==> src/rtl/mips_ctrl_pkg.sv <==
// Shared types and defaults for the multicycle MIPS control sequencer.
package mips_ctrl_pkg;

    localparam int DEF_CNT_W       = 32;
    localparam int DEF_ACK_TIMEOUT = 16;

    typedef enum logic [2:0] {
        S_IDLE   = 3'd0,
        S_FETCH  = 3'd1,
        S_DECODE = 3'd2,
        S_EXEC   = 3'd3,
        S_MEM    = 3'd4,
        S_WB     = 3'd5,
        S_HALT   = 3'd6,
        S_ERROR  = 3'd7
    } state_t;

    typedef struct packed {
        logic busy;
        logic halted;
        logic error;
        logic imem_req;
        logic dmem_req;
        logic pc_en;
    } ctrl_t;

    // Output levels that are a pure function of the state being entered.
    function automatic ctrl_t ctrl_of(input state_t s);
        ctrl_t c;
        c          = '0;
        c.busy     = s inside {S_FETCH, S_DECODE, S_EXEC, S_MEM, S_WB};
        c.halted   = (s == S_HALT);
        c.error    = (s == S_ERROR);
        c.imem_req = (s == S_FETCH);
        c.dmem_req = (s == S_MEM);
        c.pc_en    = (s == S_WB);
        return c;
    endfunction

endpackage

==> src/rtl/ack_timer.sv <==
// Shared memory-ack wait counter; expire flags the last allowed un-acked cycle.
module ack_timer #(
    parameter int LIMIT = 16
) (
    input  logic clk,
    input  logic rst_n,
    input  logic clr,
    input  logic en,
    output logic expire
);

    generate
        if (LIMIT == 0) begin : g_off
            assign expire = 1'b0;
        end else begin : g_on
            localparam int W = (LIMIT > 2) ? $clog2(LIMIT) : 1;
            logic [W-1:0] count;

            always_ff @(posedge clk or negedge rst_n) begin
                if (!rst_n) begin
                    count <= '0;
                end else if (clr) begin
                    count <= '0;
                end else if (en) begin
                    count <= count + W'(1);
                end
            end

            assign expire = en && (count == W'(LIMIT - 1));
        end
    endgenerate

endmodule

==> src/rtl/instr_sequencer.sv <==
// Multicycle FETCH/DECODE/EXEC/MEM/WB sequencer with memory handshakes,
// run/step/halt control, ack-timeout trap and debug counters.
module instr_sequencer
    import mips_ctrl_pkg::*;
#(
    parameter int CNT_W       = DEF_CNT_W,
    parameter int ACK_TIMEOUT = DEF_ACK_TIMEOUT
) (
    input  logic             clk,
    input  logic             rst_n,
    input  logic             run,
    input  logic             step,
    output logic             imem_req,
    input  logic             imem_ack,
    output logic             ir_load,
    input  logic             write_reg,
    input  logic             write_mem,
    input  logic             read_mem,
    input  logic             halt_insn,
    output logic             dmem_req,
    output logic             dmem_we,
    input  logic             dmem_ack,
    output logic             pc_en,
    output logic             reg_we,
    output logic             busy,
    output logic             halted,
    output logic             error,
    output logic [2:0]       state,
    output logic [CNT_W-1:0] cycle_cnt,
    output logic [CNT_W-1:0] instret
);

    state_t state_q, state_nxt;
    ctrl_t  ctrl_q;
    logic   reg_we_q;
    logic   in_wait, wait_en, expire;

    assign in_wait = (state_q == S_FETCH) || (state_q == S_MEM);
    assign wait_en = ((state_q == S_FETCH) && !imem_ack) ||
                     ((state_q == S_MEM)   && !dmem_ack);

    // Held in clear outside FETCH/MEM, so every entry starts from zero.
    ack_timer #(.LIMIT(ACK_TIMEOUT)) u_timer (
        .clk    (clk),
        .rst_n  (rst_n),
        .clr    (!in_wait),
        .en     (wait_en),
        .expire (expire)
    );

    always_comb begin
        // NOTE: default first so every path assigns state_nxt; no latch.
        state_nxt = state_q;
        case (state_q)
            S_IDLE:   if (run || step) state_nxt = S_FETCH;
            S_FETCH:  if (imem_ack) state_nxt = S_DECODE;
                      else if (expire) state_nxt = S_ERROR;
            S_DECODE: state_nxt = halt_insn ? S_HALT : S_EXEC;
            S_EXEC:   state_nxt = (write_mem || read_mem) ? S_MEM : S_WB;
            S_MEM:    if (dmem_ack) state_nxt = S_WB;
                      else if (expire) state_nxt = S_ERROR;
            S_WB:     state_nxt = run ? S_FETCH : S_IDLE;
            default:  state_nxt = state_q;
        endcase
    end

    // Outputs are registered from the next state, so they line up with it.
    always_ff @(posedge clk or negedge rst_n) begin
        if (!rst_n) begin
            state_q   <= S_IDLE;
            ctrl_q    <= '0;
            reg_we_q  <= 1'b0;
            cycle_cnt <= '0;
            instret   <= '0;
        end else begin
            // NOTE: non-blocking so all registers see pre-edge values.
            state_q  <= state_nxt;
            ctrl_q   <= ctrl_of(state_nxt);
            reg_we_q <= (state_nxt == S_WB) && write_reg;
            if (ctrl_q.busy)  cycle_cnt <= cycle_cnt + CNT_W'(1);
            if (ctrl_q.pc_en) instret   <= instret + CNT_W'(1);
        end
    end

    assign state    = state_q;
    assign busy     = ctrl_q.busy;
    assign halted   = ctrl_q.halted;
    assign error    = ctrl_q.error;
    assign imem_req = ctrl_q.imem_req;
    assign dmem_req = ctrl_q.dmem_req;
    assign pc_en    = ctrl_q.pc_en;
    assign reg_we   = reg_we_q;
    assign dmem_we  = ctrl_q.dmem_req && write_mem;
    assign ir_load  = (state_q == S_FETCH) && imem_ack;

endmodule

==> config.mk <==
export PLATFORM = sky130hd
export DESIGN_NAME = instr_sequencer
export DESIGN_NICKNAME = d
export VERILOG_FILES = /design/src/rtl/mips_ctrl_pkg.sv /design/src/rtl/ack_timer.sv /design/src/rtl/instr_sequencer.sv
export SDC_FILE = /design/constraint.sdc
export NUM_CORES = 1
export LEC_CHECK = 0
export CAP_MARGIN = 20
export CORE_ASPECT_RATIO = 0.6
export CORE_MARGIN = 4
export CORE_UTILIZATION = 45
export DETAILED_ROUTE_END_ITERATION = 16
export GPL_ROUTABILITY_DRIVEN = 1
export PLACE_DENSITY = 0.77
export REMOVE_ABC_BUFFERS = 1
export SKIP_CTS_REPAIR_TIMING = 1
export SYNTH_ARGS = -nofsm -noshare
export SYNTH_HDL_FRONTEND = slang
export SYNTH_SLANG_ARGS = --single-unit
==> constraint.sdc <==
create_clock -name clk -period 1.5 [get_ports clk]
set_clock_uncertainty 0.15 [all_clocks]
set_input_delay 0.3 -clock clk [delete_from_list [all_inputs] [get_ports clk]]
set_output_delay 0.3 -clock clk [all_outputs]
set_load 0.05 [all_outputs]
# After elaboration in Yosys (flattened, before gate mapping)
# Cells that the tools add are included.
classes:
  n_addsub: 3
  n_div: 0
  mul: 0
  n_eq_ne: 14
  mux: 10
  n_bitwise: 0
  n_reduce_logical: 14
  shift: 0
  order_cmp: 0
ops:
  columns: ["operator", "n"]
  rows:
  - ["adder 32 x 1 -> 32 bit, second input constant", 2]
  - ["== test 3 bit, second input constant", 6]
  - ["case mux 3 bit (6 select lines)", 1]
  - ["two-way mux 3 bit", 5]
  - ["== test 3 x 2 -> 1 bit, second input constant", 4]
  - ["two-way mux 4 bit", 2]
  - ["== test 3 x 1 -> 1 bit, second input constant", 2]
  - ["logical AND 1 bit", 6]
  - ["nonzero test 5 bit", 1]
  - ["adder 4 x 1 -> 4 bit, second input constant", 1]
  - ["== test 4 bit, second input constant", 1]
  - ["logical OR 1 bit", 4]
  - ["zero test 3 bit", 1]
  - ["zero test 1 bit", 2]
  - ["two-way mux 1 bit", 2]
  - ["inequality test 2 x 1 -> 1 bit, second input constant", 1]
word_totals:
  ram_bits: 0
  regBits: 78
  romBits: 0
  out_inout_bits: 76
  wordCells: 52
  latch_bits: 0
  memories: 0

# Longest topological paths before layout
# Gate-level depths: netlist of run 1.
depth:
  word_depth: 9
  ltp_mapped: 6
  depth_no_buf: 6

# Modules after synthesis
# From an unflattened synthesis of run 1, not the netlist that was laid out.
hier_totals:
  hier_cells: 311
  hier_area_um2: 3590.9
by_module_without_submodules:
  columns: ["module", "seq_area_each_um2", "cells_each", "n_inst", "area_per_inst_um2"]
  rows:
  - ["instr_sequencer", 1851.8, 293, 1, 3363.2]
  - ["ack_timer", 100.1, 18, 1, 227.7]

# Least setup slack after synthesis of run 1
# OpenSTA, ideal clock, no wires.
synth_path:
  path_kind: "reg-to-reg"
  start: "register state_q[2], in the netlist state[2]"
  end: "register ctrl_q, in the netlist busy"
  path_stages_with_launch: 6
  arrival_ns: 1.867
  t_required_ns: 1.277
  setup_slack_ns: -0.590
  path_cell_list: "dfrtp_1 buf_4 or3b_1 a211o_1 and3b_1 a21oi_2"
synth_via:
  elab_chain_cells: 9
synth_rtl:
  columns: ["item", "line", "rtl"]
  rows:
  - ["from (decl)", "instr_sequencer.sv:33", "state_t state_q, state_nxt;"]
  - ["from (signal assigned)", "instr_sequencer.sv:77", "state_q <= state_nxt;"]
  - ["== test 3 x 1 -> 1 bit / == test 3 bit (equally long branches)", "instr_sequencer.sv:39, instr_sequencer.sv:54, instr_sequencer.sv:40", null]
  - ["logical AND 1 bit (on tied branches)", "instr_sequencer.sv:39, instr_sequencer.sv:40", null]
  - ["logical OR 1 bit", "instr_sequencer.sv:39", "assign wait_en = ((state_q == S_FETCH) && !imem_ack) ||"]
  - ["logical AND 1 bit", "ack_timer.sv:29", "assign expire = en && (count == W'(LIMIT - 1));"]
  - ["two-way mux 3 bit", "instr_sequencer.sv:57, instr_sequencer.sv:61", null]
  - ["two-way mux 3 bit (on tied branches)", "instr_sequencer.sv:60, instr_sequencer.sv:56", null]
  - ["case mux 3 bit (6 select lines) *", "instr_sequencer.sv:54", "case (state_q)"]
  - ["== test 3 x 1 -> 1 bit, or another cell as far along", "mips_ctrl_pkg.sv:31", "c.busy = s inside {S_FETCH, S_DECODE, S_EXEC, S_MEM, S_WB};"]
  - ["nonzero test 5 bit *", "mips_ctrl_pkg.sv:31", null]
  - ["to (signal assigned)", "instr_sequencer.sv:78", "ctrl_q <= ctrl_of(state_nxt);"]
  - ["to (decl)", "instr_sequencer.sv:34", "ctrl_t ctrl_q;"]
# Every way passes the cells marked *; elsewhere a longest branch is shown, timed or not.
# A chain may end at the register's enable or synchronous reset.

# Worst setup path in the final report of run 1
layout_path:
  start: "register state_q[2], in the netlist state[2]"
  end: "register u_timer.g_on.count[2]"
layout_via:
  elab_chain_cells: 4
layout_rtl:
  columns: ["item", "line", "rtl"]
  rows:
  - ["== test 3 x 1 -> 1 bit / == test 3 bit (equally long branches)", "instr_sequencer.sv:38, instr_sequencer.sv:39, instr_sequencer.sv:40", null]
  - ["logical AND 1 bit (on tied branches)", "instr_sequencer.sv:39, instr_sequencer.sv:40", null]
  - ["logical OR 1 bit", "instr_sequencer.sv:39", null]
  - ["inequality test 2 x 1 -> 1 bit (no line)", null, null]
  - ["to (signal assigned)", "ack_timer.sv:25", "count <= count + W'(1);"]
  - ["to (decl)", "ack_timer.sv:17", "logic [W-1:0] count;"]
# Parallel ways exist; a longest one is shown, timed or not.

==> results of run 1 <==
metrics by stage:
step	utilization, %	area (um^2)	power [mW]
finish	95.2	7120	9.74
global route	95.2	7120	9.97
CTS	83.9	6270	8.65
detailed placement	80.4	6010	6.64
global placement	80.4	6010	6.55
floorplan	-	3530	4.42
synth_stat cells, drive strengths merged:
master,count
a21oi,3
or2b,3
a211o,1
nor3,10
a211oi,2
and2,8
xnor2,51
or3,1
o21ai,2
buf,4
dfrtp,78
nor2,9
a21o,1
mux2i,1
mux2,2
and3,11
a32o,1
nand3,23
and4,10
a21boi,1
or3b,2
nand2,19
nor3b,2
nand4,27
inv,7
clkbuf,2
xor2,14
nand2b,1
nor4b,1
ha,3
a311o,1
and4bb,1
and3b,1
nor4,3
a31oi,1
o211ai,1
area by class of cell:
type / count / area, um^2
well taps: 104 / 130
clock inverters: 1 / 7.51
fillers: 163 / 362
multi-input cells: 217 / 1980
repair buffers: 211 / 2760
flip-flops and latches: 78 / 1960
clock buffers: 12 / 256
inverters: 7 / 26.3
per-layer routing:
layer | vias up | part of all wire [%]
li1 | 1530 | -
met1 | 1892 | 37
met2 | 237 | 51
met3 | 77 | 6.8
met4 | 0 | 5.3
met5 | - | 0
sequential cells by signal, indices dropped and copies added, names as in the netlist:
name,count
dmem_req,1
halted,1
u_timer.g_on.count,4
error,1
imem_req,1
instret,32
pc_en,1
reg_we,1
state,3
busy,1
cycle_cnt,32
worst max path at each step:
stage | from | to
finish | state[2] | u_timer.g_on.count[2]
CTS | state[2] | ir_load
floorplan | pc_en | instret[21]
global placement | dmem_ack | u_timer.g_on.count[3]
detailed placement | dmem_ack | u_timer.g_on.count[3]
global route | state[2] | u_timer.g_on.count[2]
report_power, final:
part | total, mW | switching [mW] | leakage (nW) | internal (mW)
Combinational | 4.95 | 2.57 | 2.14 | 2.37
Clock | 2.05 | 0.870 | 0.127 | 1.18
Sequential | 2.74 | 0.351 | 1.05 | 2.39
cell families after synthesis:
kind of cell | Yosys count | synth area share (%)
buffers and inverters | 13 | 1.62
adder cells (fa/ha/maj) | 3 | 1.06
multiplexers | 3 | 0.914
XOR/XNOR | 65 | 16.0
AND/OR/NAND/NOR | 132 | 22.2
AO/OA/AOI/OAI | 14 | 3.34
flip-flops | 78 | 54.9
cell usage in the layout (no fill, tap or decap), drive strengths merged, types with 6 or more instances in the layout:
master,count
dfrtp,78
nor3,10
and2,8
nand3,23
nand4,27
clkdlybuf4s50,6
buf,202
and4,10
and3,11
xor2,14
nor2,9
xnor2,51
nand2,19
inv,7
clkbuf,12
==> results summary, run 1 <==
In this run the mean area of a mapped cell was 11.5 um^2. For this run the aggregate overflow at the end of global routing stands at 0. The number of nets in the layout is roughly 540. The endpoint identified for the worst register-to-register timing path is u_timer.g_on.count[2].

The routed design has 16400 um of wire. In the global route stage, overall resource usage came out at between 20 and 25%. By startpoint and endpoint, the worst setup path is classified as flip-flop to flip-flop.

The largest incremental delay on the critical path came out at 0.50 ns. The count of cells along the worst register-to-register path came out at 5. The number of ports placed on the die boundary came out at 86.

After layout, the worst setup slack is -0.500 ns. The power density normalized to cell area came out at 1370 nW/um^2. The total clock buffers created by CTS came out at 9. For the pin with the worst max-slew slack, the measured transition is 0.451 ns. The initial antenna violation count came out at 0.

The die is 76.9 um tall. The post-route non-filler standard cell count is 630. No sink is reached through more buffers than the 2 on the longest clock path.

The met2 capacity usage during global routing came out at about two fifths. The reg-to-reg critical path startpoint is state[2]. The number of pins exceeding their max-slew limit in the final report came to 0. The largest individual stage delay along the critical path comes from the cell sky130_fd_sc_hd__or3b_1. Setup repair after global routing could not meet its margin everywhere. The vias after detailed routing came out at 3736.

The die outline width came out at 123 um. The initial standard-cell utilization of the core came out at 47.6%. Of the post-synthesis cell area, the dominant cell type holds a little over half. The time the final worst path needs with I/O delays and setup came out at 2.00 ns. The checks that failed: setup timing.

The maximum achievable frequency is 500 MHz. By area the synthesized netlist is led by sky130_fd_sc_hd__dfrtp_1, sky130_fd_sc_hd__xnor2_1, sky130_fd_sc_hd__nand4_1. The share of layout cells above drive strength 1 is 56.7%. The critical path goes through or3b_1, buf_4, a211oi_1, xnor2_1, nor2_1. IR analysis of the VDD net gives a maximum drop of 1.36 mV. Among cell families on the critical path, the largest total delay comes from simple AND/OR/NAND/NOR gates.

The final critical path takes up 133% of the cycle. The buffer cell driving the clock tree root is sky130_fd_sc_hd__clkbuf_16. The HPWL after detailed placement came out at 7790 um. TritonCTS built the clock tree.

After synthesis the netlist holds a flip-flop and latch count of 78. The H-tree generated during clock tree synthesis spans 3 levels. The final antenna diode count is 0. The number of failing hold endpoints at the final stage was 0. Across all hold checks on the routed design, the worst slack comes to between 0.15 and 0.2 ns. The Yosys step of the flow raised 0 warnings. The min-delay analysis places its worst path in the category primary input to asynchronous set/reset pin. The instance count on the critical path came out at 5. The distinct cell type count after synthesis is 41.

The fraction of met1 tracks used by global routing came out at around 30%. The number of port buffers came out at 85. In this run the most used layer during global routing was met2. The via density per instance is 5.93. The area of the mapped netlist is ~3600 um^2. The first-pass GRT wire length is 17700 um. The worst setup path is captured at a flip-flop. STA puts the critical path data arrival time at 2.10 ns. The static power due to leakage came out at 3.32 nW. The relative slew slack came out at 69.7%. The total number of placement rows is 24.

After floorplanning, the core was sized to cover 7480 um^2. The number of instances in the synthesized netlist is 308. The DRC violations left came out at 0. The register-to-register setup slack came out at -0.50 ns. The maximum fanout along the worst path is 4. The required time of the critical path is 1.60 ns.

The count of nets left with antenna violations once routing finished came out at 0. The number of iterations in the first detailed-routing pass is 5. The startpoint class of the critical path is a flip-flop. The flow ran to the end, but the final reports show violations. The later pin in the worst-skew pair is clocked with a latency of 0.35 ns.

The number of clock sinks is 78. The met3 routing resource usage after global routing is 6.03%. The top cell type by total area after synthesis is sky130_fd_sc_hd__dfrtp_1. The die area is 9440 um^2. The worst slack at placement is -0.645 ns. The average routed wire per standard cell came out at 26.1 um. The part of the Yosys area used for sequential elements came out at 54.9%. The final RePlAce weighted congestion came out at 0.862. The largest net degree at the start of global routing came out at 38. The via count of the first global-routing pass is 3411.

Together, buffers and inverters on the worst path number 1. Clock-pin slew was measured on the worst setup and hold paths at 0.06 ns. The number of failing setup endpoints in the final timing report came out at 94. The DRC violation total after the first TritonRoute iteration came out at 338. The count of placed standard cells including taps is between 500 and 600.

The count of max-cap constraint violations came out at 0. The setup TNS is -15.63 ns. The area added between synthesis and finish came out at 100%.
Power figures use the tool's default switching activity.
==> run 2: changes to the inputs <==
==> constraint.sdc (replaced) <==
create_clock -name clk -period 1.5 [get_ports clk]
set_clock_uncertainty 0.15 [all_clocks]
set_input_delay 0.15 -clock clk [delete_from_list [all_inputs] [get_ports clk]]
set_output_delay 0.15 -clock clk [all_outputs]
set_load 0.05 [all_outputs]
==> results summary, run 2 (same netlist as run 1, synthesis figures left out) <==
In this run the critical register-to-register path is launched from state[2]. Power spread over the standard cell area amounts to approximately 1400 nW/um^2. The global routing usage summed across all routing layers came out at 23.9%. The tool flagged a number of max-cap violations equal to 0. The via count of the first global-routing pass is 3397. The number of port buffers is 85. The H-tree was split into 3 levels.

The DRC violations left is 0. In this run the worst hold path is classified as primary input to asynchronous set/reset pin. In this run the worst setup path begins at state[2]. For this block, the routed nets add up to 15200 um of wire. STA classifies the critical path endpoint as a flip-flop. The floorplan has 24 rows. The first global-routing pass estimated approximately 17000 um of wire. The final RePlAce weighted congestion came out at 0.849. The largest net degree at the start of global routing is between 70 and 80. The flow ran to the end, but the final reports show violations. Setup repair after global routing could not meet its margin everywhere. IR analysis of the VDD net gives a maximum drop of 1.43 mV. Leaving out fill and tap cells, the most frequent cell in the layout is sky130_fd_sc_hd__buf_4. The number of fill cells in the layout came out at 200. Counting tap cells, the placed design contains a total of 584 instances. For the pin with the worst max-slew slack, the measured transition is 0.518 ns.

The number of failing setup endpoints in the final timing report came out at 66. The post-route antenna net violation count came out at 0. The final setup slack of the worst path came out at -0.468 ns. The CTS tree is built.

The post-route non-filler standard cell count came out at 623. The die area is 9440 um^2. The required time of the critical path is 1.62 ns. With fillers left out, the area of the finished cells amounts to between 6000 and 7000 um^2. From synthesis to final layout, the design area changed by 93.9%. For this run, the top clock speed supported by timing is 508 MHz.

The fraction of met1 tracks used by global routing came out at between 30% and 40%. The worst path uses 131% of the clock period. The total design power is 9.62 mW. The critical path goes through or3b_4, a211o_1, a21boi_2, and2_1.

The maximum fanout along the worst path came out at 7. The worst-case clock buffer depth came out at 2. The top cell types in the final layout, fill and taps aside, are sky130_fd_sc_hd__buf_4, sky130_fd_sc_hd__dfrtp_1, sky130_fd_sc_hd__buf_12. Setup slack on the worst reg-to-reg path comes out at -0.47 ns.

The number of pins exceeding their max-slew limit in the final report was 0. The DRC violation total after the first TritonRoute iteration is about 480. The largest registers in the layout are cycle_cnt x32, instret x32, u_timer.g_on.count x4. The register cell area after layout came out at 1950 um^2. The worst hold slack is 0.0663 ns. The time the final worst path needs with I/O delays and setup is approximately 2 ns. The die outline width is 123 um. The clock insertion delay at the later pin of the skew report is between 0.3 and 0.4 ns.

The number of iterations in the first detailed-routing pass is 5. The number of ports placed on the die boundary is 86. The global routing's busiest layer is met2. The HPWL after detailed placement came out at 7940 um.

Dividing the detail-routed via count by the number of cells gives 5.81. On the critical path, the stage with the largest delay is an instance of sky130_fd_sc_hd__or3b_4. The total overflow left after global routing is 0.

In this run, CTS created clock tree buffers numbering 9. The area of the core region is 7480 um^2. The utilization of the core after routing came out at 92.2%. The static power due to leakage came out at 3.26 nW. The arrival time reported for the critical path endpoint is 2.09 ns. Cells with a size suffix above 1 make up 55.1% of the layout. The initial standard-cell utilization of the core came out at 47.6%. The checks that failed: setup timing. The number of clock sinks came out at 78. Global routing consumed, on the met2 layer, 39.9% of the routing resources. The count of cells along the worst register-to-register path came out at 4. The final antenna diode count is 0. The post-CTS clock slew at the launch and capture registers of the worst setup and hold paths came out at ~0.070 ns. Measured against its own limit, the worst slew margin works out to 65.2%. The critical path class is flip-flop to flip-flop. The multi-input logic area is 1950 um^2.

In this run the worst setup path terminates at error. The total placed instance area is around 6000 um^2. The startpoint class of the critical path is a flip-flop.

Global routing used 6.54% of the available met3 tracks. The vias after detailed routing is between 3000 and 4000. In the final routed layout, each cell accounts on average for 24.4 um.

The initial antenna violation count is 0. The number of nets in the layout is 527. The tree is rooted in a sky130_fd_sc_hd__clkbuf_16. The worst register-to-register path ends at error. The number of failing hold endpoints at the final stage is 0. The vertical die dimension is 76.9 um. The largest incremental delay on the critical path is around 0.47 ns.
run 2: changes by cell type in the layout (fill, tap and decap cells not counted), sizes merged, moves of 2 or more:
| cell | change |
|---|---|
| buf | -10 |
| clkdlybuf4s50 | +2 |
| clkinv | +2 |
| dlymetal6s2s | -2 |
run 2: worst max-delay path, delay by kind of cell (launching register included):
family,cells,cell delay [ns]
AO/OA/AOI/OAI,2,0.61
flip-flops,1,0.46
AND/OR/NAND/NOR,2,0.67
run 2: how the worst min path moves through the flow:
stage	startpoint	end	slack, ns	cells past startpoint
floorplan	rst_n	busy	-0.30	0
global placement	rst_n	cycle_cnt[17]	-0.17	1
detailed placement	rst_n	cycle_cnt[17]	-0.17	1
CTS	rst_n	cycle_cnt[17]	-0.53	1
global route	rst_n	cycle_cnt[8]	0.07	2
finish	rst_n	cycle_cnt[15]	0.07	2
run 2: layout make-up:
type                       instances  share of cell area, %
multi-input combinational        217                   28.3
inverter                           7                  0.381
clock buffer                      13                   3.63
timing repair buffer             201                   36.8
sequential                        78                   28.3
clock inverter                     3                  0.635
tap                              104                   1.89
run 2: per-stage QoR:
stage               setup TNS [ns]  setup WS, ns
floorplan                   -27.58        -0.554
global placement             -5.74        -0.369
detailed placement           -8.03        -0.485
CTS                          -8.93        -0.432
global route                -16.57        -0.525
finish                      -13.81        -0.468
run 2: routing by layer:
metal	share of wire (%)	vias to the layer above
li1	-	1510
met1	39	1834
met2	51	216
met3	6.4	62
met4	4.0	0
met5	0	-
run 2: report_power, final:
| group | internal, mW | switching, mW |
|---|---|---|
| Combinational | 2.20 | 2.46 |
| Clock | 1.34 | 0.894 |
| Sequential | 2.39 | 0.343 |
==> run 3: changes to the inputs <==
--- a/config.mk
+++ b/config.mk
@@ -5,13 +5,14 @@
 export SDC_FILE = /design/constraint.sdc
 export NUM_CORES = 1
 export LEC_CHECK = 0
+export ABC_AREA = 1
 export CAP_MARGIN = 20
 export CORE_ASPECT_RATIO = 0.6
 export CORE_MARGIN = 4
 export CORE_UTILIZATION = 45
 export DETAILED_ROUTE_END_ITERATION = 16
 export GPL_ROUTABILITY_DRIVEN = 1
-export PLACE_DENSITY = 0.77
+export PLACE_DENSITY = 0.74
 export REMOVE_ABC_BUFFERS = 1
 export SKIP_CTS_REPAIR_TIMING = 1
 export SYNTH_ARGS = -nofsm -noshare
==> results summary, run 3 <==
The flow ran to the end, but the final reports show violations. The final reports fail on setup timing. The share of the clock period used by the worst path is 133%. VDD sags by at most 1.61 mV.

The vias after detailed routing is 6249. Among all flip-flop cells after synthesis, the most frequent one is sky130_fd_sc_hd__dfrtp_1. The repair_antennas step left the layout with diodes totalling 0.

The switching power is 4.87 mW. Net switching is a little over two fifths of the power. The deepest level of the CTS H-tree is 3. The die outline width came out at 136 um. The final layout contains 893 nets. On the critical path, the stage with the largest delay is an instance of sky130_fd_sc_hd__dfrtp_2. For this run, the detailed router's first-pass iteration total came to 6.

Ranked by instance count, the synthesized netlist is headed by sky130_fd_sc_hd__nand2_1, sky130_fd_sc_hd__nor2_1, sky130_fd_sc_hd__dfrtp_1. The critical path crosses 7 cells after its start point. The part of the Yosys area used for sequential elements came out at 44.1%.

Entering global routing, the biggest net connects between 40 and 50 pins. The maximum fanout along the worst path came out at 3. The final routed wirelength across all metal layers came out at approximately 24000 um. The post-CTS clock slew at the launch and capture registers of the worst setup and hold paths came out at 0.07 ns. The fraction of registers with async set or reset after synthesis is 100%. The worst setup path is captured at a flip-flop. The number of failing hold endpoints at the final stage was 0. The number of failing setup endpoints in the final timing report came out at 82. Sorting the synthesized cells by area gives the leading types as sky130_fd_sc_hd__dfrtp_1, sky130_fd_sc_hd__nand2_1, sky130_fd_sc_hd__nor2_1. The via count of the first global-routing pass was 4864. TritonCTS built the clock tree.

The distinct cell type count after synthesis is 37. Summed over its instances, the top area cell type makes up 44.1% of the synthesized netlist area. The worst slack at placement came out at -0.295 ns. For the finished layout, the period the worst path requires is 1.99 ns.

The vertical die dimension came out at about 85 um. The total placed instance area came out at 7190 um^2. The sequential fraction of design power came out at 25.5%. The first-pass GRT wire length is 24400 um.

Walking the worst path, the cells encountered are ha_4, nand3_4, nor2_4, nand4_1, inv_2, nand3_2, xnor2_2. The buffer cell driving the clock tree root is sky130_fd_sc_hd__clkbuf_16. Data on the critical path arrives at its endpoint at 2.07 ns.

After floorplanning, the core was sized to cover 9390 um^2. The count of cells along the worst register-to-register path came out at 7. For this design, the sink count on the clock tree is between 70 and 80. Detailed placement finished with a half-perimeter wire length of around 12000 um. The DRC violation total after the first TritonRoute iteration is between 700 and 800. In this run the remaining antenna-violating nets after routing total 0. Global routing used approximately 27% of the available tracks. The relative slew slack is slightly below 70%. In the post-route analysis, the smallest setup slack over all paths is -0.491 ns.

The required time of the critical path came out at 1.58 ns. The largest total area in the synthesized netlist belongs to sky130_fd_sc_hd__dfrtp_1. The area of the mapped netlist is 4430 um^2. The count of buffering cells on the critical path with inverters included is 1. The initial standard-cell utilization of the core came out at a little under half. The area added between synthesis and finish came out at 102%. The area of all placed cells without fillers is 8950 um^2. In this run the power density over the cells is 1260 nW/um^2. In the layout the commonest cells are sky130_fd_sc_hd__nand2_1, sky130_fd_sc_hd__buf_4, sky130_fd_sc_hd__buf_12.

The tool flagged a number of max-cap violations equal to 0. The number of port buffers is 85. The critical path class is flip-flop to flip-flop. The internal power consumption came out at 6.43 mW. The measured slew at the worst slew-check pin came out at 0.470 ns.

In the final layout, the registers with the most flip-flops are cycle_cnt x32, instret x32, u_timer.g_on.count x4. Yosys mapped a number of flops with a built-in enable equal to 0. Buffers inserted during clock tree synthesis total 9.

The die covers about 12000 um^2. In this run, the combinational gates consume 53.9% of the power. The DRC violations left is 0.

The number of synthesized register bits came out at 78. Averaged over all synthesized cells, the footprint is 7.40 um^2. The number of instances in the synthesized netlist came out at 598. The number of fill cells in the layout came out at 228. The worst-case clock buffer depth is 2.

Dividing the detail-routed via count by the number of cells gives 6.16. The number of pins exceeding their max-slew limit in the final report is 0. For this run, the top clock speed supported by timing is about 500 MHz. The total number of placement rows came out at 27. The clock insertion delay at the later pin of the skew report came out at between 0.3 and 0.4 ns. The worst hold-check path type is primary input to asynchronous set/reset pin. The share of layout cells above drive strength 1 came out at 56.3%.

The worst setup path is launched from a flip-flop. Leaving out fill and tap cells, the most frequent cell in the layout is sky130_fd_sc_hd__nand2_1. Setup repair after global routing could not meet its margin everywhere. The initial antenna violation count is 1. The average routed wire per standard cell is 24.0 um. The register-to-register setup slack came out at -0.49 ns. Per report_power, the clock group accounts for 20.6% of the total. The final RePlAce weighted congestion came out at slightly above 0.9.

The static power due to leakage is 4.26 nW. The synthesis warning total came out at 0. Summed over all layers, the global routing overflow is 0. The largest incremental delay on the critical path is 0.45 ns.

sky130_fd_sc_hd__nand2_1 is the most common cell in the netlist. In the final timing run, aggregate negative setup slack is -12.24 ns. In this design, the largest share of critical-path delay is due to simple AND/OR/NAND/NOR gates. The number of ports placed on the die boundary is 86.
==> run 3: changes by cell type after synthesis, moves of 10 or more <==
cell,change
sky130_fd_sc_hd__nand4_1,-20
sky130_fd_sc_hd__xnor2_1,-34
sky130_fd_sc_hd__xor2_1,+10
sky130_fd_sc_hd__nand2_1,+204
sky130_fd_sc_hd__and4_1,-10
sky130_fd_sc_hd__inv_1,+52
sky130_fd_sc_hd__nor2_1,+92
==> run 3: layout make-up <==
cell class / instances / area [um^2] / area share [%]
timing repair buffer: 275 / 3210 / 35.8
tap: 130 / 163 / 1.82
clock buffer: 11 / 243 / 2.71
clock inverter: 5 / 58.8 / 0.657
inverter: 61 / 243 / 2.71
multi-input combinational: 455 / 3070 / 34.3
sequential: 78 / 1970 / 22.0
==> run 3: power groups by stage <==
stage	Combinational, mW	Sequential (mW)	Clock [mW]
2_1_floorplan	0.978	3.67	0
3_3_place_gp	4.18	2.69	0
5_1_grt	6.34	2.91	2.38
6_report	6.10	2.88	2.33
3_5_place_dp	4.36	2.72	0
4_1_cts	4.40	2.70	2.26
==> run 3: kinds of logic (layout without fill, tap and decap cells) <==
logic type	after synthesis	after routing	share of synthesized area, %
buffers and inverters	65	352	5.63
adder cells (fa/ha/maj)	3	3	0.848
XOR/XNOR	41	41	8.11
flip-flops	78	78	44.1
AND/OR/NAND/NOR	394	394	39.0
AO/OA/AOI/OAI	17	17	2.26
==> run 3: final timing paths <==
path,endpoint,from
min reg2reg,cycle_cnt[10],cycle_cnt[10]
min,cycle_cnt[18],rst_n
max reg2reg,cycle_cnt[18],cycle_cnt[1]
max,cycle_cnt[18],cycle_cnt[1]
max in group asynchronous,state[2],rst_n
min in group clk,reg_we,write_reg
==> run 3: metal layers <==
layer | part of all wire, % | routed length (um) | track usage, %
met1 | 35 | 8620 | 36.9
met2 | 45 | 10900 | 43.3
met3 | 11 | 2660 | 5.75
met4 | 9.0 | 2190 | 6.86
met5 | 0.053 | 13 | 0
==> run 3: per-stage QoR <==
| step | hold slack, ns | power, mW | instances | util (%) |
|---|---|---|---|---|
| 2_1_floorplan | -0.296 | 4.65 | 594 | - |
| 3_3_place_gp | -0.00133 | 6.87 | 942 | 76.5 |
| 3_5_place_dp | -0.00216 | 7.09 | 942 | 76.5 |
| 4_1_cts | -0.365 | 9.37 | 958 | 79.7 |
| 5_1_grt | 0.209 | 11.6 | 1015 | 95.3 |
| 6_report | 0.153 | 11.3 | 1015 | 95.3 |
==> run 3: worst reg2reg max path, stage by stage, from the launching register on <==
cell,delay [ns]
sky130_fd_sc_hd__dfrtp_2,0.45
sky130_fd_sc_hd__ha_4,0.21
sky130_fd_sc_hd__nand3_4,0.09
sky130_fd_sc_hd__nor2_4,0.14
sky130_fd_sc_hd__nand4_1,0.22
sky130_fd_sc_hd__inv_2,0.15
sky130_fd_sc_hd__nand3_2,0.10
sky130_fd_sc_hd__xnor2_2,0.35
